===== src/rtl/load_store_unit.sv =====
// Data-memory access stage: latches a load/store, runs it over a req/ack bus, stalls the core
// until DONE, and returns an extended load result. Optional macro: LSU_MISALIGN_TRAP_EN.
module load_store_unit #(
  parameter int unsigned TIMEOUT_CYCLES = 255
) (
  input  logic        clk,
  input  logic        rst,
  input  logic        mem_read,
  input  logic        mem_write,
  input  logic [2:0]  func3,
  input  logic [31:0] addr,
  input  logic [31:0] store_data,
  output logic [31:0] load_data,
  output logic        stall,
  output logic        bus_err,
  output logic        bus_req,
  output logic        bus_we,
  output logic [31:0] bus_addr,
  output logic [3:0]  bus_wstrb,
  output logic [31:0] bus_wdata,
  input  logic        bus_ack,
  input  logic [31:0] bus_rdata,
  output logic [1:0]  dbg_state
);

  // Bus handshake: bus_req rises the cycle after an access is accepted, and the bus outputs
  // stay stable while it is high. A transfer completes in any cycle where bus_req and bus_ack
  // are both high; bus_req falls the following cycle. bus_ack is ignored when bus_req is low.

  typedef enum logic [1:0] {
    S_IDLE = 2'd0,
    S_REQ  = 2'd1,
    S_WAIT = 2'd2,
    S_DONE = 2'd3
  } state_t;

  localparam logic [15:0] TO_LAST = 16'(TIMEOUT_CYCLES - 1);

  state_t      state, state_nxt;
  logic [15:0] cnt_q;
  logic [1:0]  off_q;
  logic [2:0]  func3_q;
  logic        rd_q;

  logic        req_in, is_b, is_h, is_w, misalign, trap, is_wr, timeout;
  logic [1:0]  off_in;
  logic [3:0]  wstrb_in;
  logic [31:0] wdata_in, shifted, load_ext;

  assign req_in = mem_read | mem_write;
  assign is_wr  = mem_write & ~mem_read;
  assign is_b   = (func3[1:0] == 2'b00);
  assign is_h   = (func3[1:0] == 2'b01);
  assign is_w   = ~is_b & ~is_h;

  assign misalign = (is_h & addr[0]) | (is_w & (addr[1:0] != 2'b00));
`ifdef LSU_MISALIGN_TRAP_EN
  assign trap = misalign;
`else
  assign trap = 1'b0;
`endif

  // Byte offset the access actually honours; bits the size cannot use are dropped.
  always_comb begin
    off_in   = 2'b00;
    wstrb_in = 4'b1111;
    wdata_in = store_data;
    if (is_b) begin
      off_in   = addr[1:0];
      wstrb_in = 4'b0001 << addr[1:0];
      wdata_in = {4{store_data[7:0]}};
    end else if (is_h) begin
      off_in   = {addr[1], 1'b0};
      wstrb_in = 4'b0011 << {addr[1], 1'b0};
      wdata_in = {2{store_data[15:0]}};
    end
  end

  assign shifted = bus_rdata >> {off_q, 3'b000};

  always_comb begin
    load_ext = bus_rdata;
    case (func3_q)
      3'b000:  load_ext = {{24{shifted[7]}}, shifted[7:0]};
      3'b100:  load_ext = {24'd0, shifted[7:0]};
      3'b001:  load_ext = {{16{shifted[15]}}, shifted[15:0]};
      3'b101:  load_ext = {16'd0, shifted[15:0]};
      default: load_ext = bus_rdata;
    endcase
  end

  assign timeout = (cnt_q == TO_LAST);

  always_comb begin
    state_nxt = state;
    case (state)
      S_IDLE: if (req_in) state_nxt = trap ? S_DONE : S_REQ;
      S_REQ, S_WAIT: begin
        if (bus_ack || timeout) state_nxt = S_DONE;
        else                    state_nxt = S_WAIT;
      end
      S_DONE:  state_nxt = S_IDLE;
      default: state_nxt = S_IDLE;
    endcase
  end

  always_ff @(posedge clk or posedge rst) begin
    if (rst) begin
      state     <= S_IDLE;
      cnt_q     <= 16'd0;
      off_q     <= 2'b00;
      func3_q   <= 3'b000;
      rd_q      <= 1'b0;
      load_data <= 32'd0;
      bus_err   <= 1'b0;
      bus_req   <= 1'b0;
      bus_we    <= 1'b0;
      bus_addr  <= 32'd0;
      bus_wstrb <= 4'd0;
      bus_wdata <= 32'd0;
    end else begin
      state   <= state_nxt;
      bus_err <= 1'b0;
      case (state)
        S_IDLE: begin
          if (req_in) begin
            cnt_q   <= 16'd0;
            off_q   <= off_in;
            func3_q <= func3;
            rd_q    <= mem_read;
            if (trap) begin
              bus_err   <= 1'b1;
              load_data <= 32'd0;
            end else begin
              bus_req   <= 1'b1;
              bus_we    <= is_wr;
              bus_addr  <= {addr[31:2], 2'b00};
              bus_wstrb <= is_wr ? wstrb_in : 4'd0;
              bus_wdata <= is_wr ? wdata_in : 32'd0;
            end
          end
        end
        S_REQ, S_WAIT: begin
          if (bus_ack) begin
            bus_req <= 1'b0;
            if (rd_q) load_data <= load_ext;
          end else if (timeout) begin
            bus_req   <= 1'b0;
            bus_err   <= 1'b1;
            load_data <= 32'd0;
          end else begin
            cnt_q <= cnt_q + 16'd1;
          end
        end
        default: ;
      endcase
    end
  end

  assign stall     = req_in & (state != S_DONE);
  assign dbg_state = state;

endmodule


===== config.mk =====
export PLATFORM = sky130hd
export DESIGN_NAME = load_store_unit
export DESIGN_NICKNAME = d
export VERILOG_FILES = /design/src/rtl/load_store_unit.sv
export SDC_FILE = /design/constraint.sdc
export NUM_CORES = 1
export LEC_CHECK = 0
export ABC_AREA = 1
export CELL_PAD_IN_SITES_DETAIL_PLACEMENT = 0
export CELL_PAD_IN_SITES_GLOBAL_PLACEMENT = 1
export CORE_UTILIZATION = 32
export CTS_BUF_LIST = sky130_fd_sc_hd__clkbuf_16
export DETAILED_ROUTE_END_ITERATION = 16
export PLACE_DENSITY = 0.84
export SLEW_MARGIN = 20
export SYNTH_ARGS = -nofsm -noshare
export SYNTH_HDL_FRONTEND = slang
export SYNTH_SLANG_ARGS = --single-unit

===== constraint.sdc =====
create_clock -name clk -period 5.56 [get_ports clk]
set_input_delay 1.668 -clock clk [delete_from_list [all_inputs] [get_ports clk]]
set_output_delay 1.668 -clock clk [all_outputs]
set_load 0.02 [all_outputs]

Yosys cells after proc, flatten, opt, wreduce, memory -nomap -nowiden

Cells that the tools add are included.

Flip-flop bits (word level): 125
Input port bits: 104
Output and inout port bits: 106
Word-level logic and storage cells: 71

Add/sub/neg operators: 1
Equality and inequality tests: 14
Shifts and indexed selects: 3
Muxes and demuxes: 26
Bitwise gates (word level): 4
Reductions and logical operators: 11

Operator list:

| kind                                            | number |
|---|---|
| two-way mux 32 bit                              | 6 |
| case mux 32 bit (4 select lines)                | 1 |
| two-way mux 16 bit                              | 3 |
| case mux 16 bit (2 select lines)                | 1 |
| right shift 32 x 5 -> 16 bit                    | 1 |
| adder 16 x 1 -> 16 bit, second input constant   | 1 |
| == test 16 x 8 -> 1 bit, second input constant  | 1 |
| two-way mux 4 bit                               | 3 |
| inequality test 2 bit, second input constant    | 4 |
| two-way mux 1 bit                               | 7 |
| == test 3 bit, second input constant            | 2 |
| two-way mux 2 bit                               | 3 |
| case mux 2 bit (3 select lines)                 | 1 |
| AND reduction 3 bit                             | 2 |
| == test 2 x 1 -> 1 bit, second input constant   | 2 |
| == test 2 bit, second input constant            | 2 |
| zero test 2 bit                                 | 2 |
| AND reduction 4 bit                             | 1 |
| nonzero test 2 bit                              | 2 |
| left shift 1 x 2 -> 4 bit, first input constant | 1 |
| left shift 2 x 2 -> 4 bit, first input constant | 1 |
| == test 3 x 1 -> 1 bit, second input constant   | 1 |
| zero test 3 bit                                 | 1 |
| inequality test 3 bit, second input constant    | 1 |
| other kinds (8)                                 | 9 |

Longest topological paths before layout

Word-level depth: 4
Gate-level depth with buffers: 10

Least setup slack after synthesis

Ideal clock, no wire load.

Path kind: input-to-output
Start point: input port mem_write
End point: output port stall
Data arrival time: 1.985 ns
Data required time: 3.892 ns
Path slack: 1.907 ns
Stages on the path: 2
Path buffers: 0
Path through: nor2_1 nor2_1

Longest elaborated chain between the ends: 2

RTL lines:

| what               | line | RTL |
|---|---|---|
| start: declaration | 9    | `input logic mem_write,` |
| OR 1 bit           | 50   | `assign req_in = mem_read \| mem_write;` |
| AND 1 bit          | 160  | `assign stall = req_in & (state != S_DONE);` |
| end: declaration   | 14   | `output logic stall,` |

Every way passes these cells.

Worst setup path after layout

Start point: input port mem_read
End point: output port stall

Longest elaborated chain between the ends: 2

RTL lines:

| what               | line | RTL |
|---|---|---|
| start: declaration | 8    | `input logic mem_read,` |
| OR 1 bit           | 50   |  |
| AND 1 bit          | 160  |  |

Every way passes these cells.

==> run metrics <==
RSZ-0062 raised after global routing no; # diodes 0; setup TNS 0 ns; die height between 100 and 150 µm; post-CTS setup buffer count 0; Multi-input gate area 2670 µm²; Tightest Pin Transition a little over 0.9 ns; Synth warnings 0; post-CTS sizing 0; # DRC 0; WP data required ~3.9 ns; row count 50; Synth Flop Type dfrtp_1; TritonCTS Sinks 125; H-tree levels 4; cts bufs inserted 17; Worst Path Arrival 2.91 ns; Starting Density between 30% and 40%; IO Pins between 200 and 250; Reg clk slew, reported paths 0.06 ns; setup violators final 0; Final #Nets ~1100; final hold violation count 0; Final Cycle Share 82.3%; Post-Route WL roughly 19000 µm; Worst setup SP type input port; Post-synth EDFFs 0; Cell Area, Placed between 8000 and 9000 µm²; syn_area_per_cell ~7.5 µm²; Mapped Cells around 830; asr flop ratio synth 100%; Worst Path Max Fanout 3; Filler cells around 1900; total congestion overflow 0; first-pass GRT wire length 30500 µm; cts hold-fix bufs 0; port bufs around 210; Cell Area, Synth 6230 µm²; MaxCap Viol Count 0; ranking of synthesized cells by area dfrtp_1 (50%), nand2_1 (21%), o21ai_0 (6.3%); WS Path Type in2out; top cells by count, synth nand2_1 (348), dfrtp_1 (125), o21ai_0 (79); Reg area 3130 µm²; Core Footprint about 19000 µm²; vias per inst approximately 4.6; area of the die between 20000 and 25000 µm²; most numerous cell in the Yosys netlist nand2_1; Final GP Congestion approximately 0.81; largest net degree at the start of global routing 110; DR iter-0 viols 318; fin area 9110 µm²; top cell type's share of synthesized area roughly 50%; layout cells sized above 1 5.22%; root buf cell clkbuf_16; vias approximately 6000; Seq cells post-synth about 130; vias in the first global route roughly 5800; Max Clock Freq approximately 220 MHz; Power Density 560 nW/µm²; pre-CTS setup slack 0.980 ns; area grow syn2layout 46.3%; Tot GR Track Use between 10% and 20%; final clock skew roughly 0.009 ns; Worst setup EP type output port; Worst slew margin between 30% and 40%; outcome completed; setup ws final 0.984 ns; fin crit period ~4.6 ns; cell taking the most area after synthesis dfrtp_1; Pins Over Slew Limit 0; register area share after synthesis between 50% and 60%; 1st-pass router iterations 4; initial antenna violation count 0; leakage approximately 4.3 nW; Final Power between 5 and 6 mW; CTS max path bufs 2; maximum vdd drop between 0.0002 and 0.0003 V; routed len/inst ~15 µm; Yosys cell types 32; Post-DRT Antenna Nets 0; die width between 100 and 150 µm; clk_lat worst skew 0.42 ns; Final HPWL DP ~13000 µm; min-delay worst type reg2reg; CTS tree built
-- area by class of cell --
class | count | share of cell area (%)
sequential | 125 | 34.3
multi-input combinational | 602 | 29.3
timing repair buffer | 211 | 23.2
clock buffer | 17 | 4.67
tap | 260 | 3.57
inverter | 64 | 2.66
clock inverter | 15 | 2.29
-- state kept, by name (all words and copies together) (netlist names) --
signal and cells:
bus_err 1, func3_q 3, dbg_state 2, bus_we 1, bus_req 1, load_data 32
off_q 2, bus_wdata 32, bus_addr 30, rd_q 1, cnt_q 16, bus_wstrb 4
-- path summary, 6_finish.rpt --
path,cells past startpoint,endpoint,slack [ns],start
worst max-delay path,4,stall,0.98,mem_read
worst min-delay path,2,bus_addr[6],0.47,bus_addr[6]
worst max register to register,7,off_q[0],3.10,dbg_state[0]
worst min register to register,2,bus_addr[6],0.47,bus_addr[6]
max in group asynchronous,3,bus_wdata[27],3.16,rst
min in group asynchronous,2,bus_addr[7],1.53,rst
-- cells by family (layout without fill, tap and decap cells) --
kind of cell	after synthesis	count (layout)	synth area share (%)
other cells	1	2	0.0602
simple gates	451	451	28.9
compound gates	140	140	12.2
fa+ha+maj	4	4	0.803
xor+xnor	5	5	0.703
buf+inv	103	307	7.05
flops	125	125	50.2
-- power by group --
part	internal (mW)	total [mW]	leakage [nW]	switching, mW
logic	0.955	2.36	2.39	1.41
registers	1.27	1.53	1.62	0.267
clock network	0.758	1.20	0.307	0.446
total	2.98	5.10	4.32	2.12
-- stage by stage --
stage / std cells / hold WS (ns) / utilization, %
2_1_floorplan: 830 / 0.465 / -
3_3_place_gp: 1262 / 0.453 / 44.9
3_5_place_dp: 1262 / 0.458 / 44.9
4_1_cts: 1294 / 0.474 / 48.2
5_1_grt: 1294 / 0.482 / 48.2
6_report: 1294 / 0.468 / 48.2
-- routing by layer --
metal / track usage (%) / vias up / part of all wire, %
li1: - / 3023 / -
met1: 26.1 / 2727 / 45
met2: 29.7 / 190 / 46
met3: 7.46 / 11 / 9.0
met4: 5.21 / 0 / 0.64
met5: 0 / - / 0
-- worst max-delay path: stages --
cell and delay (ns):
clkdlybuf4s50_1 0.50, nor2_1 0.06, nor2_1 0.08, clkdlybuf4s50_1 0.60
-- cell usage in the layout, fill, tap and decap left out, types with 5 or more instances in the layout --
cell type	count
a31oi_1	8
o21ai_2	6
clkdlybuf4s50_1	207
dfrtp_1	125
nand2_1	348
nor2_1	53
inv_1	58
o22ai_1	5
nand4_1	7
o21ai_0	79
nand3_1	34
clkbuf_16	17
a21oi_1	30
No activity file was read; power rests on OpenSTA's default activity.
